`src/rtl/mem_arbiter.sv`:
```
// Arbitrates instruction fetches and data accesses onto one RAM port (data first).
// Latency: IDLE -> DATA/INSTR -> RESP; hit pulses 2 cycles after sampling with an immediate ramready.
module mem_arbiter #(
  parameter logic [7:0] TIMEOUT = 8'd255
) (
  input  logic        CLK,
  input  logic        RST,
  input  logic        iREN,
  input  logic [31:0] iaddr,
  input  logic        dREN,
  input  logic        dWEN,
  input  logic [31:0] daddr,
  input  logic [31:0] dstore,
  output logic [31:0] iload,
  output logic        ihit,
  output logic [31:0] dload,
  output logic        dhit,
  output logic        ramREN,
  output logic        ramWEN,
  output logic [31:0] ramaddr,
  output logic [31:0] ramstore,
  input  logic [31:0] ramload,
  input  logic        ramready,
  output logic        err
);

  typedef enum logic [1:0] {
    IDLE  = 2'd0,
    DATA  = 2'd1,
    INSTR = 2'd2,
    RESP  = 2'd3
  } state_t;

  state_t      state_q, state_d;
  logic [7:0]  cnt_q, cnt_d;
  logic        err_q, err_d;
  logic [31:0] iload_q, iload_d;
  logic [31:0] dload_q, dload_d;
  logic [31:0] addr_q, addr_d;
  logic [31:0] store_q, store_d;
  logic        wr_q, wr_d;
  logic        rd_q, rd_d;
  logic        is_data_q, is_data_d;

  logic        done;
  logic [31:0] cap_val;

  always_ff @(posedge CLK or posedge RST) begin
    if (RST) begin
      state_q   <= IDLE;
      cnt_q     <= 8'd0;
      err_q     <= 1'b0;
      iload_q   <= 32'd0;
      dload_q   <= 32'd0;
      addr_q    <= 32'd0;
      store_q   <= 32'd0;
      wr_q      <= 1'b0;
      rd_q      <= 1'b0;
      is_data_q <= 1'b0;
    end else begin
      state_q   <= state_d;
      cnt_q     <= cnt_d;
      err_q     <= err_d;
      iload_q   <= iload_d;
      dload_q   <= dload_d;
      addr_q    <= addr_d;
      store_q   <= store_d;
      wr_q      <= wr_d;
      rd_q      <= rd_d;
      is_data_q <= is_data_d;
    end
  end

  always_comb begin
    state_d   = state_q;
    cnt_d     = cnt_q;
    err_d     = err_q;
    iload_d   = iload_q;
    dload_d   = dload_q;
    addr_d    = addr_q;
    store_d   = store_q;
    wr_d      = wr_q;
    rd_d      = rd_q;
    is_data_d = is_data_q;
    done      = 1'b0;
    cap_val   = 32'd0;

    case (state_q)
      IDLE: begin
        if (dREN || dWEN) begin
          state_d   = DATA;
          addr_d    = daddr;
          store_d   = dstore;
          // A simultaneous read and write resolves to the write.
          wr_d      = dWEN;
          rd_d      = dREN & ~dWEN;
          is_data_d = 1'b1;
          cnt_d     = 8'd0;
        end else if (iREN) begin
          state_d   = INSTR;
          addr_d    = iaddr;
          store_d   = 32'd0;
          wr_d      = 1'b0;
          rd_d      = 1'b1;
          is_data_d = 1'b0;
          cnt_d     = 8'd0;
        end
      end
      DATA, INSTR: begin
        if (ramready) begin
          done    = 1'b1;
          cap_val = ramload;
        end else if (cnt_q == TIMEOUT) begin
          // Give up on the RAM: complete with a zero word and flag it.
          done    = 1'b1;
          cap_val = 32'd0;
          err_d   = 1'b1;
        end else begin
          cnt_d = cnt_q + 8'd1;
        end
        if (done) begin
          state_d = RESP;
          if (state_q == INSTR) begin
            iload_d = cap_val;
          end else if (rd_q) begin
            dload_d = cap_val;
          end
        end
      end
      RESP: begin
        state_d = IDLE;
      end
      default: begin
        state_d = IDLE;
      end
    endcase
  end

  always_comb begin
    ramREN   = 1'b0;
    ramWEN   = 1'b0;
    ramaddr  = 32'd0;
    ramstore = 32'd0;
    if (state_q == DATA) begin
      ramREN   = rd_q;
      ramWEN   = wr_q;
      ramaddr  = addr_q;
      ramstore = store_q;
    end else if (state_q == INSTR) begin
      ramREN  = 1'b1;
      ramaddr = addr_q;
    end
  end

  assign ihit  = (state_q == RESP) && !is_data_q;
  assign dhit  = (state_q == RESP) && is_data_q;
  assign iload = iload_q;
  assign dload = dload_q;
  assign err   = err_q;

endmodule

```
`config.mk`:
```
export PLATFORM = sky130hd
export DESIGN_NAME = mem_arbiter
export DESIGN_NICKNAME = d
export VERILOG_FILES = /design/src/rtl/mem_arbiter.sv
export SDC_FILE = /design/constraint.sdc
export NUM_CORES = 1
export LEC_CHECK = 0
export BUFFER_PORTS_ARGS = -buffer_cell sky130_fd_sc_hd__buf_2
export CORE_MARGIN = 2
export CORE_UTILIZATION = 51
export CTS_CLUSTER_SIZE = 12
export DETAILED_ROUTE_END_ITERATION = 10
export PLACE_DENSITY = 0.9
export SETUP_SLACK_MARGIN = 0.02
export SYNTH_ARGS = -nofsm -noshare
export SYNTH_HDL_FRONTEND = slang
export SYNTH_SLANG_ARGS = --single-unit
```
`constraint.sdc`:
```
create_clock -name CLK -period 9.98 [get_ports CLK]
set_clock_uncertainty 0.2 [all_clocks]
set_input_delay 1.996 -clock CLK [delete_from_list [all_inputs] [get_ports CLK]]
set_output_delay 1.996 -clock CLK [all_outputs]
set_load 0.05 [all_outputs]
```
== After elaboration in Yosys (flattened, before gate mapping) ==
Cells that the tools add are included.

* Register bits: 142
* Latch bits: 0
* Bits in writable memories: 0
* Memory bits (read-only): 0
* Input port bits: 134
* Output and inout bits: 133
* Logic and storage cells: 65
* Memories kept: 0

* Add/subtract/negate cells: 1
* Multiply operators: 0
* Divide/modulo/power cells: 0
* $lt $le $gt $ge: 0
* Eq/ne operators: 8
* Shift-type cells: 0
* Muxes and demuxes: 28
* Bitwise operators: 4
* Reduce and logical (&&, ||, !) cells: 14

{| class="wikitable"
|+ Operators by type and width
! cell !! number
|-
| $mux 32 || 8
|-
| $mux 8 || 4
|-
| $pmux 8 s2 || 1
|-
| $mux 1 || 11
|-
| $add 8x1->8 const B || 1
|-
| $eq 8x8->1 const B || 1
|-
| $reduce_and 4->1 || 2
|-
| $mux 2 || 3
|-
| $ne 2x2->1 const B || 3
|-
| $pmux 2 s3 || 1
|-
| $reduce_and 3->1 || 2
|-
| $eq 2x2->1 const B || 2
|-
| $reduce_and 2->1 || 2
|-
| $reduce_bool 2->1 || 2
|-
| $ne 3x3->1 const B || 1
|-
| $not 1->1 || 3
|-
| $eq 2x1->1 const B || 1
|-
| $logic_and 1x1->1 || 2
|-
| $logic_not 2->1 || 1
|-
| $reduce_or 2->1 || 1
|-
| $and 1x1->1 || 1
|-
| $logic_not 1->1 || 1
|-
| $logic_or 1x1->1 || 1
|}

== Depth between registers and ports, before layout ==
* Depth in word-level cells: 6
* Depth in mapped cells: 8

== Worst setup path after synthesis ==
No wires, ideal clock.

* Path kind: flip-flop to output port
* Start: reg state_q[1]
* End: out ramaddr[10]
* Arrival: 1755 ps
* Data required time: 7784 ps
* Setup slack: 6029 ps
* Stages on the path, launching flop included: 6
* Path buffers: 1
* Cell sequence: dfrtp_1 > inv_1 > ha_1 > nor2_1 > clkbuf_1 > nor2b_1

* Cells in the longest elaborated chain, start to end: 3
* Elaborated cells on any way between the ends: 4
* Classes of those cells: 2 x eq/ne; 2 x mux

{| class="wikitable"
|+ RTL lines
! item !! RTL line !! text
|-
| start, declared || 34 || <nowiki>state_t state_q, state_d;</nowiki>
|-
| start signal, assigned || 61 || <nowiki>state_q <= state_d;</nowiki>
|-
| $eq 2x2->1 || 149 || <nowiki>end else if (state_q == INSTR) begin</nowiki>
|-
| $mux 32 || 149 ||
|-
| $mux 32 * || 144 || <nowiki>if (state_q == DATA) begin</nowiki>
|-
| end, declared || 20 || <nowiki>output logic [31:0] ramaddr,</nowiki>
|}

Every way passes the cells marked *; elsewhere a longest branch is shown, timed or not.

== Worst setup path in the final report ==
* Start: reg state_q[1]
* End: out ramaddr[18]

Same word-level chain as after synthesis.

==> flow_metrics.tcl <==
set metrics [dict create \
    grt_pass1_vias 5057 \
    via_per_inst 5.63 \
    min_period_ns 5.13 \
    dieArea_um2 13000 \
    synth_area_per_cell_um2 11.9 \
    post-place-ws_ns 5.29 \
    synth.distinct_cells 36 \
    setup_viol 0 \
    path_cells "inv_1, ha_1, nor2_2, nor2b_1, buf_2" \
    cts.sinks 142 \
    ys_seq_area_share_pct 57.6 \
    ctsResizeCount 0 \
    startpoint_type "register" \
    ctsLongestPathBuffers 2 \
    cts_setup_buffers 0 \
    tritoncts "done" \
    overflow 0 \
    wirelength_um 16700 \
    ys.flop_type "dfrtp_1" \
    grt_max_degree 92 \
    synth_area_um2 6160 \
    cp.arrival_ns 2.94 \
    slowest_stage "nor2_2" \
    worstMarginPinSlew_ns 1.28 \
    via_count 5239 \
    coreArea_um2 11900 \
    synth.top_cell.area_share_pct 57.6 \
    wl_per_cell_um 18.0 \
    insertion_delay_ns 0.42 \
    finalCritPeriodShare_pct 51.4 \
    hpwl_um 11800 \
    ys_ff_latch 142 \
    power_density_nw_per_um2 416 \
    drive_gt1_share_pct 40.7 \
    path_clk_slew_ns 0.06 \
    yosys.area.top_type "dfrtp_1" \
    drc 0 \
    p_leak_nw 4.33 \
    grt_pass1_wl_um 25700 \
    maxCapViolations 0 \
    place_congestion 0.857 \
    hold_viol 0 \
    ys_top_cells_by_count "142 x dfrtp_1, 96 x a22o_1, 44 x nand2_1" \
    n_antenna_cell 0 \
    syn_to_final_growth_pct 32.1 \
    cts_buffers 17 \
    synth_area_leaders "dfrtp_1 58%, a22o_1 14%, mux2i_1 5.5%, nor2b_1 3.7%, and2_1 3.5%" \
    syn-num-nets 657 \
    syn_inst 517 \
    num_rows 40 \
    synth.most_common_cell "dfrtp_1" \
    firstDrtPassIters 5 \
    yosys_warnings 0 \
    drtAntennaViolNets 0 \
    start_util_pct 51.8 \
    critical_path_class "register to output port" \
    fin_cells 931 \
    drt_first_iter_violations 516 \
    io_pins 267 \
    tns_ns 0 \
    relSlewSlack_pct 14.3 \
    final.setup.worst_slack_ns 4.85 \
    fmax_mhz 195 \
    async_flop_share_pct 100 \
    worstPathRequired_ns 7.78 \
    die_x_um 114 \
    port_buffers 266 \
    antenna_found_initial 0 \
    hp-class "register to register" \
    cts_root_buf "clkbuf_16" \
    layout.nets 911 \
    rsz0062_at_grt "no" \
    track_usage_pct 25.7 \
    synth_edf_count 0 \
    htree_num_levels 4 \
    utilization_pct 68.4 \
    status "completed" \
    irDropWorstVdd_mv 0.308 \
    final_max_slew_viol_count 0 \
    dp_cells 899 \
    worstPathMaxFanout 35 \
    die_h_um 114 \
    endpoint_kind "output port" \
    slowest_delay_ns 1.11 \
    cts_hold_buf 0 \
]
-- power by group --
group,internal (mW),switching (mW),total [mW]
Combinational,0.497,1.30,1.79
Clock,0.360,0.251,0.611
Sequential,0.832,0.151,0.983
-- worst paths after layout --
check	startpoint	endpoint	slack, ns	cells past startpoint
max	state_q[1]$_DFFE_PP0P_	ramaddr[18]	4.85	5
min	addr_q[21]$_DFFE_PP0P_	addr_q[21]$_DFFE_PP0P_	0.27	2
max reg2reg	state_q[0]$_DFFE_PP0P_	iload[31]$_DFFE_PP0P_	7.03	6
min reg2reg	addr_q[21]$_DFFE_PP0P_	addr_q[21]$_DFFE_PP0P_	0.27	2
max in group asynchronous	RST	wr_q$_DFFE_PP0P_	6.66	3
min in group asynchronous	RST	iload[14]$_DFFE_PP0P_	1.40	2
-- cell type report --
class	instances	area [um^2]
fill	890	3770
sequential	142	3550
multi-input combinational	333	2420
timing repair buffer	273	1380
clock buffer	19	453
tap	147	184
clock inverter	13	126
inverter	4	20.0
-- cells in the final DEF (no fill, tap or decap), types with 2 or more instances in the layout --
| master | instances |
|---|---|
| inv_6 | 6 |
| nand2_1 | 44 |
| and2_1 | 34 |
| o21ai_2 | 2 |
| nor3_1 | 5 |
| nand3b_1 | 2 |
| nand4_1 | 3 |
| clkbuf_16 | 17 |
| nor2_1 | 3 |
| nand3_1 | 4 |
| clkinv_4 | 2 |
| a31oi_1 | 2 |
| o21ai_0 | 37 |
| clkinvlp_4 | 4 |
| mux2i_1 | 34 |
| mux2_2 | 2 |
| clkbuf_8 | 2 |
| nor2b_1 | 35 |
| buf_4 | 7 |
| o22a_1 | 6 |
| a21o_1 | 2 |
| ha_1 | 6 |
| inv_1 | 3 |
| a22o_1 | 96 |
| buf_2 | 266 |
| dfrtp_1 | 142 |
-- sequential cells by signal, indices dropped and copies added, names as in the netlist --
name / cells
addr_q: 32
err: 1
rd_q: 1
iload: 32
wr_q: 1
store_q: 32
is_data_q: 1
cnt_q: 8
dload: 32
state_q: 2
-- through the flow --
step	power [mW]	hold slack (ns)	cell area, um^2
3_5_place_dp	2.77	0.263	7570
5_1_grt	3.55	0.288	8150
2_1_floorplan	2.35	0.238	6160
3_3_place_gp	2.71	0.251	7570
6_report	3.39	0.273	8150
4_1_cts	3.40	0.276	8150
-- per-layer routing --
metal / track usage, % / vias to the layer above / part of all wire [%]
li1: - / 2382 / -
met1: 31.1 / 2557 / 39
met2: 43.3 / 258 / 51
met3: 7.49 / 42 / 7.8
met4: 10.7 / 0 / 2.4
met5: 0 / - / 0
-- cell families after synthesis --
family | after synthesis | synth area share [%]
simple gates | 141 | 12.7
buf+inv | 42 | 3.21
flops | 142 | 57.6
fa+ha+maj | 6 | 1.22
compound gates | 150 | 19.3
mux | 36 | 5.89
-- critical path: cells and delay by family (launching register included) --
kind,cells,cell delay [ns]
simple gates,2,1.23
buf+inv,2,0.37
fa+ha+maj,1,0.52
flops,1,0.38
No activity file was read; power rests on OpenSTA's default activity.
